==> src/rtl/pss_peak_pkg.sv <==
// Shared types and sizing helpers for the PSS peak detector.
package pss_peak_pkg;

    typedef enum logic [1:0] {
        FILL   = 2'd0,
        SEARCH = 2'd1,
        TRACK  = 2'd2
    } state_t;

    // Moving-sum width: enough headroom for WINDOW_LEN full-scale magnitudes.
    function automatic int sum_width(input int in_dw, input int window_len);
        return in_dw + $clog2(window_len);
    endfunction

endpackage

==> src/rtl/pss_moving_sum.sv <==
// Circular buffer plus running sum of the last WINDOW_LEN magnitudes, with fill tracking.
module pss_moving_sum
    import pss_peak_pkg::*;
#(
    parameter int IN_DW      = 16,
    parameter int WINDOW_LEN = 16,
    localparam int SUM_W     = sum_width(IN_DW, WINDOW_LEN)
) (
    input  logic             clk,
    input  logic             reset,
    input  logic             valid,
    input  logic [IN_DW-1:0] data,
    output logic [SUM_W-1:0] sum,
    output logic             full,
    output logic             fill_last
);

    localparam int PTR_W  = $clog2(WINDOW_LEN);
    localparam int FILL_W = PTR_W + 1;

    logic [IN_DW-1:0]  hist_r [WINDOW_LEN];
    logic [PTR_W-1:0]  wr_ptr_r;
    logic [FILL_W-1:0] fill_cnt_r;
    logic [SUM_W-1:0]  sum_r;
    logic [IN_DW-1:0]  oldest_s;
    logic [SUM_W-1:0]  next_sum_s;

    // Oldest entry leaves the sum as the new sample enters; modular arithmetic never underflows in practice.
    always_comb begin
        oldest_s   = hist_r[wr_ptr_r];
        next_sum_s = sum_r + SUM_W'(data) - SUM_W'(oldest_s);
    end

    // Buffer, pointer, running sum and fill counter update on every valid sample.
    always_ff @(posedge clk) begin
        if (reset) begin
            for (int i = 0; i < WINDOW_LEN; i++) begin
                hist_r[i] <= '0;
            end
            wr_ptr_r   <= '0;
            fill_cnt_r <= '0;
            sum_r      <= '0;
        end else if (valid) begin
            hist_r[wr_ptr_r] <= data;
            wr_ptr_r         <= wr_ptr_r + PTR_W'(1);
            sum_r            <= next_sum_s;
            if (fill_cnt_r != FILL_W'(WINDOW_LEN)) begin
                fill_cnt_r <= fill_cnt_r + FILL_W'(1);
            end
        end
    end

    assign sum       = sum_r;
    assign full      = (fill_cnt_r == FILL_W'(WINDOW_LEN));
    assign fill_last = valid && (fill_cnt_r == FILL_W'(WINDOW_LEN - 1));

endmodule

==> src/rtl/pss_peak_detector.sv <==
// PSS correlation peak detector: relative threshold trigger, holdoff max tracking, one report per peak.
// Optional absolute threshold input enabled by PSS_PEAK_ABS_THRESHOLD_EN.
module pss_peak_detector
    import pss_peak_pkg::*;
#(
    parameter int IN_DW            = 16,
    parameter int WINDOW_LEN       = 16,
    parameter int DETECTION_FACTOR = 8,
    parameter int HOLDOFF_LEN      = 64,
    parameter int CNT_W            = 32
) (
    input  logic             clk_i,
    input  logic             reset_i,
    input  logic [IN_DW-1:0] s_axis_in_tdata,
    input  logic             s_axis_in_tvalid,
`ifdef PSS_PEAK_ABS_THRESHOLD_EN
    input  logic [IN_DW-1:0] abs_threshold_i,
`endif
    output logic             peak_valid_o,
    output logic [IN_DW-1:0] peak_value_o,
    output logic [CNT_W-1:0] peak_index_o,
    output logic             fill_done_o
);

    localparam int SUM_W  = sum_width(IN_DW, WINDOW_LEN);
    localparam int CMP_W  = SUM_W + 8;
    localparam int HOLD_W = $clog2(HOLDOFF_LEN) + 1;

    state_t            state_r;
    logic [CNT_W-1:0]  idx_r;
    logic [IN_DW-1:0]  max_r;
    logic [CNT_W-1:0]  max_idx_r;
    logic [HOLD_W-1:0] hold_r;
    logic              peak_valid_r;
    logic [IN_DW-1:0]  peak_value_r;
    logic [CNT_W-1:0]  peak_index_r;
    logic              fill_done_r;

    logic [SUM_W-1:0]  sum_s;
    logic              full_s;
    logic              fill_last_s;
    logic [CMP_W-1:0]  lhs_s;
    logic [CMP_W-1:0]  rhs_s;
    logic              abs_ok_s;
    logic              trig_s;
    logic              upd_s;
    logic [IN_DW-1:0]  trk_max_s;
    logic [CNT_W-1:0]  trk_idx_s;

    pss_moving_sum #(
        .IN_DW      (IN_DW),
        .WINDOW_LEN (WINDOW_LEN)
    ) u_moving_sum (
        .clk       (clk_i),
        .reset     (reset_i),
        .valid     (s_axis_in_tvalid),
        .data      (s_axis_in_tdata),
        .sum       (sum_s),
        .full      (full_s),
        .fill_last (fill_last_s)
    );

`ifdef PSS_PEAK_ABS_THRESHOLD_EN
    assign abs_ok_s = (s_axis_in_tdata > abs_threshold_i);
`else
    assign abs_ok_s = 1'b1;
`endif

    // Trigger compares x*WINDOW_LEN against the pre-update sum scaled by the factor, avoiding division.
    always_comb begin
        lhs_s     = CMP_W'(s_axis_in_tdata) * CMP_W'(WINDOW_LEN);
        rhs_s     = CMP_W'(sum_s) * CMP_W'(DETECTION_FACTOR);
        trig_s    = full_s && abs_ok_s && (lhs_s > rhs_s);
        upd_s     = (s_axis_in_tdata > max_r);
        trk_max_s = upd_s ? s_axis_in_tdata : max_r;
        trk_idx_s = upd_s ? idx_r : max_idx_r;
    end

    // Detection FSM, sample index counter and registered peak report.
    always_ff @(posedge clk_i) begin
        if (reset_i) begin
            state_r      <= FILL;
            idx_r        <= '0;
            max_r        <= '0;
            max_idx_r    <= '0;
            hold_r       <= '0;
            peak_valid_r <= 1'b0;
            peak_value_r <= '0;
            peak_index_r <= '0;
            fill_done_r  <= 1'b0;
        end else begin
            peak_valid_r <= 1'b0;
            if (s_axis_in_tvalid) begin
                idx_r <= idx_r + CNT_W'(1);
                case (state_r)
                    FILL: begin
                        if (fill_last_s) begin
                            state_r     <= SEARCH;
                            fill_done_r <= 1'b1;
                        end
                    end
                    SEARCH: begin
                        if (trig_s) begin
                            if (HOLDOFF_LEN == 1) begin
                                peak_valid_r <= 1'b1;
                                peak_value_r <= s_axis_in_tdata;
                                peak_index_r <= idx_r;
                            end else begin
                                state_r   <= TRACK;
                                max_r     <= s_axis_in_tdata;
                                max_idx_r <= idx_r;
                                hold_r    <= HOLD_W'(HOLDOFF_LEN - 1);
                            end
                        end
                    end
                    TRACK: begin
                        max_r     <= trk_max_s;
                        max_idx_r <= trk_idx_s;
                        if (hold_r == HOLD_W'(1)) begin
                            peak_valid_r <= 1'b1;
                            peak_value_r <= trk_max_s;
                            peak_index_r <= trk_idx_s;
                            state_r      <= SEARCH;
                        end else begin
                            hold_r <= hold_r - HOLD_W'(1);
                        end
                    end
                    default: begin
                        state_r <= FILL;
                    end
                endcase
            end
        end
    end

    assign peak_valid_o = peak_valid_r;
    assign peak_value_o = peak_value_r;
    assign peak_index_o = peak_index_r;
    assign fill_done_o  = fill_done_r;

endmodule

==> config.mk <==
export PLATFORM = sky130hd
export DESIGN_NAME = pss_peak_detector
export DESIGN_NICKNAME = d
export VERILOG_FILES = /design/src/rtl/pss_peak_pkg.sv /design/src/rtl/pss_moving_sum.sv /design/src/rtl/pss_peak_detector.sv
export SDC_FILE = /design/constraint.sdc
export NUM_CORES = 1
export LEC_CHECK = 0
export CAP_MARGIN = 10
export CORE_ASPECT_RATIO = 1.2
export CORE_MARGIN = 1.5
export CORE_UTILIZATION = 45
export CTS_CLUSTER_SIZE = 40
export DETAILED_ROUTE_END_ITERATION = 6
export HOLD_SLACK_MARGIN = 0.02
export SKIP_CTS_REPAIR_TIMING = 1
export SYNTH_ARGS = -nofsm -noshare
export SYNTH_HDL_FRONTEND = slang
export SYNTH_SLANG_ARGS = --single-unit
export TNS_END_PERCENT = 50
==> constraint.sdc <==
create_clock -name clk_i -period 11.8 [get_ports clk_i]
set_input_delay 1.18 -clock clk_i [delete_from_list [all_inputs] [get_ports clk_i]]
set_output_delay 1.18 -clock clk_i [all_outputs]
set_load 0.02 [all_outputs]
==> impl_metrics.ini, run 1 <==
[global_route]
grt.total_usage_pct = 23.6
grt_overflow = 0
antenna_found_initial = 0
grt_pass1_wl_um = 85700
grt_max_degree = 97
first_global_vias = 14851

[clocking]
cts_buffers = 46
cts.sink_count = 428
insertion_delay_ps = 600
cts_tree = yes
cts_root_buf = clkbuf_16
clk_pin_slew_ps = 60
clock_path_buffers = 3
h-tree-depth = 2

[floorplanning]
coreArea_um2 = 45900
die_w_um = 200
dieHeight_um = 239
die-area_um2 = 47800
io_pins = 69
num_rows = 86
start_util_pct = 45.5

[sta]
finalCriticalPeriod_ps = 5350
fin_setup_tns_ps = 0
fmax_mhz = 187
fin_skew_ps = 31.5
worst_pin_slew_ps = 1280
setup_ws_ps = 6450
rsz0062_at_grt = no
slew_headroom_pct = 14.4
drv_slew = 0
finalCritPeriodShare_pct = 45.3
setup_violations = 0
timing_hold_violations_final = 0

[logic_synthesis]
ys_ff_latch = 428
ys.flop_type = edfxtp_1
syn_avg_cell_area_um2 = 11.2
syn_nets = 1968
syn_area_um2 = 20900
synth_edf_count = 256
synth_cells = 1870
synth-async-reset-ratio_pct = 0
synth_top_cell_by_area = edfxtp_1
synth_area_leaders = edfxtp_1 37%, dfxtp_1 16%, mux4_2 8.6%
yosysWarnings = 0
synth_cell_types = 63
seq_area_frac_synth_pct = 53.2
synth_top_area_share_pct = 36.8

[critical_path]
start_kind = flop
end_kind = flop
cp.required_ps = 12290
path_cells = buf_4 > mux4_2 > mux4_2 > ha_1 > inv_1 > ha_1 > fa_1 > a211oi_1 > o21ai_0 > a221oi_1 > o41ai_1 > xor2_1 > a22o_1
critPathMaxFanout = 35
crit_arrival_ps = 5840
rrSetupSlack_ps = 6450
reg2reg_depth = 13
crit_slowest_cell = dfxtp_4
regToRegEndpoint = u_moving_sum.sum[16]
crit_path_max_incr_delay_ps = 860
path_class = reg2reg

[power_and_ir_drop]
peakVddDrop_v = 0.000102
p_leak_nw = 8.05
clkPwrFrac_pct = 35.2
p_sw_mw = 1.18
power_per_cell_area_nw_per_um2 = 168
intPower_mw = 2.77
p_seq_share_pct = 42.6
p_sw_share_pct = 29.8
p_comb_share_pct = 22.2

[layout]
nNetsFinal = 1954
area_growth_pct = 12.2
layout_common_cells = 256 x edfxtp_1, 203 x nor3_1, 168 x dfxtp_1
mostFrequentLayoutCell = edfxtp_1
diodes = 0
final_cell_area_um2 = 23500
drive_gt1_share_pct = 11.1

[min_path]
worstHoldStart = max_idx_r[16]
hold_end = max_idx_r[16]
hold_depth = 2
hold_class = reg2reg

[placed_design]
dpl-instance-area_um2 = 22000
dp_hpwl_um = 33500
port_buffers = 68
place_ws_ps = 6170
gp_congestion = 0.854

[routing]
routed_wl_um = 55300
via_per_inst = 5.94
drtIter0Drc = 1115
first_pass_iters = 7
drc = 0
vias = 14893
ant_nets = 0
routedWlPerCell_um = 22.0

[job]
drv_cap = 0

[status]
status = completed
==> registers in the layout, indices dropped and copies added, names as in the netlist, named ones only <==
name / cells
u_moving_sum.hist_r: 256
peak_valid_o: 1
u_moving_sum.sum: 20
fill_done_o: 1
u_moving_sum.fill_cnt_r: 5
max_idx_r: 32
idx_r: 32
peak_value_o: 16
u_moving_sum.wr_ptr_r: 4
state_r: 2
peak_index_o: 32
hold_r: 7
max_r: 16
==> synth_stat cells (all sizes together), types with 37 or more instances <==
library cell,count
a21oi,39
a311oi,49
buf,37
clkbuf,133
dfxtp,172
edfxtp,256
ha,63
inv,90
mux2i,59
mux4,80
nand2,136
nand3,65
nor2,125
nor3,203
nor4,67
o21ai,85
==> cell families (layout without fill, tap and decap cells) <==
family                   after synthesis  after routing  share of synthesized area (%)
AND/OR/NAND/NOR                      658            658                           15.1
XOR/XNOR                              44             44                           1.84
buffers and inverters                276            299                           5.26
adder cells (fa/ha/maj)               79             79                           5.30
flip-flops                           428            428                           53.2
multiplexers                         140            140                           11.5
AO/OA/AOI/OAI                        245            245                           7.78
==> worst max path at each step <==
stage | startpoint | to | slack, ps | cells past startpoint
6_report | flop | u_moving_sum.sum[16] | 6450 | 13
5_1_grt | flop | u_moving_sum.sum[16] | 6030 | 13
4_1_cts | flop | u_moving_sum.sum[16] | 6350 | 13
3_5_place_dp | s_axis_in_tdata[0] | max_r[9] | 6170 | 10
3_3_place_gp | s_axis_in_tdata[0] | max_r[10] | 6210 | 10
2_1_floorplan | flop | u_moving_sum.sum[16] | 7470 | 14
==> metrics by stage <==
step	std cells	hold slack, ps	power [mW]	utilization, %
after floorplan	1870	435	2.36	-
after global placement	2424	440	2.57	47.9
after detailed placement	2424	449	2.59	47.9
after CTS	2509	462	3.98	51.1
after global routing	2509	477	4.14	51.1
final	2509	458	3.95	51.1
==> power by group through the flow <==
stage	registers [mW]	clock network [mW]	logic, mW
detailed placement	1.72	0	0.871
global placement	1.71	0	0.859
finish	1.68	1.39	0.879
floorplan	1.70	0	0.663
CTS	1.68	1.42	0.877
global route	1.69	1.47	0.979
==> per-layer routing <==
metal	GRT usage (%)	routed length (µm)
met1	30.0	22900
met2	40.8	27600
met3	4.06	3310
met4	7.36	1520
met5	0	0
==> cell type report <==
cell class / count / area [µm²]
fill: 4132 / 22500
tap: 616 / 771
timing repair buffer: 108 / 973
sequential: 428 / 11100
clock inverter: 17 / 141
clock buffer: 68 / 1300
multi-input combinational: 1166 / 8740
inverter: 106 / 399
==> critical path: cells and delay by family, from the launching register on <==
kind | cells | cell delay (ps)
fa+ha+maj | 3 | 950
flops | 1 | 860
mux | 2 | 1110
compound gates | 5 | 1420
xor+xnor | 1 | 150
buf+inv | 2 | 710
Note: power is estimated with default switching activity, not from simulation.
==> inputs of run 2 (changes only) <==
==> constraint.sdc (replaced) <==
create_clock -name clk_i -period 5.5 [get_ports clk_i]
set_input_delay 0.55 -clock clk_i [delete_from_list [all_inputs] [get_ports clk_i]]
set_output_delay 0.55 -clock clk_i [all_outputs]
set_load 0.02 [all_outputs]
==> impl_metrics.ini, run 2 (synthesized netlist as in run 1, its figures left out) <==
[sta]
finalCritPeriodShare_pct = 84.0
timing_hold_violations_final = 0
finalCriticalPeriod_ps = 4620
fmax_mhz = 217
worst_pin_slew_ps = 1100
setup_violations = 0
slew_headroom_pct = 27.0
rsz0062_at_grt = no
fin_setup_tns_ps = 0
fin_skew_ps = 29.7
drv_slew = 0

[placed_design]
gp_congestion = 0.886
dpl-instance-area_um2 = 22300
port_buffers = 68
dp.cells = 2451
dp_hpwl_um = 34500

[routing]
vias = 14967
routedWlPerCell_um = 22.1
drtIter0Drc = 1027
routed_wl_um = 55900
first_pass_iters = 5
via_per_inst = 5.93
drc = 0
ant_nets = 0

[clocking]
cts_buffers = 43
clock_path_buffers = 3
h-tree-depth = 2
cts_root_buf = clkbuf_16
cts_tree = yes
insertion_delay_ps = 580
clk_pin_slew_ps = 60
cts.sink_count = 428

[critical_path]
critPathMaxFanout = 24
crit_buf_inv = 3
cp.required_ps = 5950
end_kind = flop
crit_path_max_incr_delay_ps = 700
start_kind = flop
cp_top_family = compound AO/OA/AOI/OAI gates
crit_slowest_cell = dfxtp_4
crit_arrival_ps = 5070
path_class = reg2reg
path_cells = buf_4 > mux4_2 > mux4_2 > fa_1 > inv_1 > ha_1 > a211oi_1 > o21ai_0 > buf_4 > a221oi_1 > o41ai_1 > xor2_1 > a22o_1

[floorplanning]
die-area_um2 = 47800
io_pins = 69
num_rows = 86
coreArea_um2 = 45900
dieHeight_um = 239
start_util_pct = 45.5
die_w_um = 200

[global_route]
grt_overflow = 0
grt.total_usage_pct = 23.8
first_global_vias = 14809
antenna_found_initial = 0
grt_max_degree = 103
grt_pass1_wl_um = 86500

[job]
drv_cap = 0

[status]
status = completed

[layout]
nNetsFinal = 1978
finalNonFillerCells = 2526
area.sequential_um2 = 11100
top_register = u_moving_sum.hist_r
drive_gt1_share_pct = 12.2
mostFrequentLayoutCell = edfxtp_1
largest_reg_flops = 256
fillers = 4117
multi_input_area_um2 = 8750
final_cell_area_um2 = 23600
layout_common_cells = 256 x edfxtp_1, 203 x nor3_1, 168 x dfxtp_1
area_growth_pct = 12.8
diodes = 0
fin_util_pct = 51.3

[power_and_ir_drop]
power_per_cell_area_nw_per_um2 = 353
peakVddDrop_v = 0.000228
p_leak_nw = 8.14

[min_path]
hold_class = reg2reg
==> run 2: cell count changes in the layout (fill, tap and decap cells not counted), sizes merged <==
cell	before	now
buf	42	69
bufinv	0	1
clkbuf	68	60
clkinv	32	29
clkinvlp	1	0
inv	90	91
==> run 2: path summary, 6_finish.rpt <==
path / startpoint / end / slack (ps) / depth (start not counted)
max reg2reg: flop / u_moving_sum.sum[16] / 880 / 13
max: flop / u_moving_sum.sum[16] / 880 / 13
min reg2reg: max_idx_r[11] / max_idx_r[11] / 460 / 2
min: max_idx_r[11] / max_idx_r[11] / 460 / 2
==> run 2: per-layer routing <==
layer	global-route usage, %	vias up	wire (µm)
met1	30.8	7440	22900
li1	-	6964	-
met5	0	-	0
met3	2.83	90	3170
met2	41.1	473	28100
met4	8.25	0	1680
==> run 2: tightest hold or removal path, delay by kind of cell (launching register included) <==
| family | cells | cell delay, ps |
|---|---|---|
| mux | 1 | 50 |
| flops | 1 | 310 |
| simple gates | 1 | 50 |
==> run 2: final cells by class <==
cell class | count | share of cell area [%]
flip-flops and latches | 428 | 47.2
well taps | 616 | 3.27
multi-input cells | 1166 | 37.1
clock inverters | 15 | 0.562
inverters | 106 | 1.69
repair buffers | 135 | 5.15
clock buffers | 60 | 5.01
==> run 2: per-stage QoR <==
stage / setup slack [ps] / hold slack [ps] / power, mW
3_5_place_dp: 901 / 451 / 5.57
2_1_floorplan: 1170 / 435 / 5.07
5_1_grt: 648 / 469 / 8.70
3_3_place_gp: 948 / 441 / 5.53
6_report: 881 / 456 / 8.32
4_1_cts: 890 / 459 / 8.37
==> run 2: power by group <==
part	switching [mW]	internal [mW]	total (mW)
combinational	1.11	0.782	1.89
sequential	0.0799	3.53	3.61
clock	1.26	1.56	2.81
total	2.45	5.87	8.32
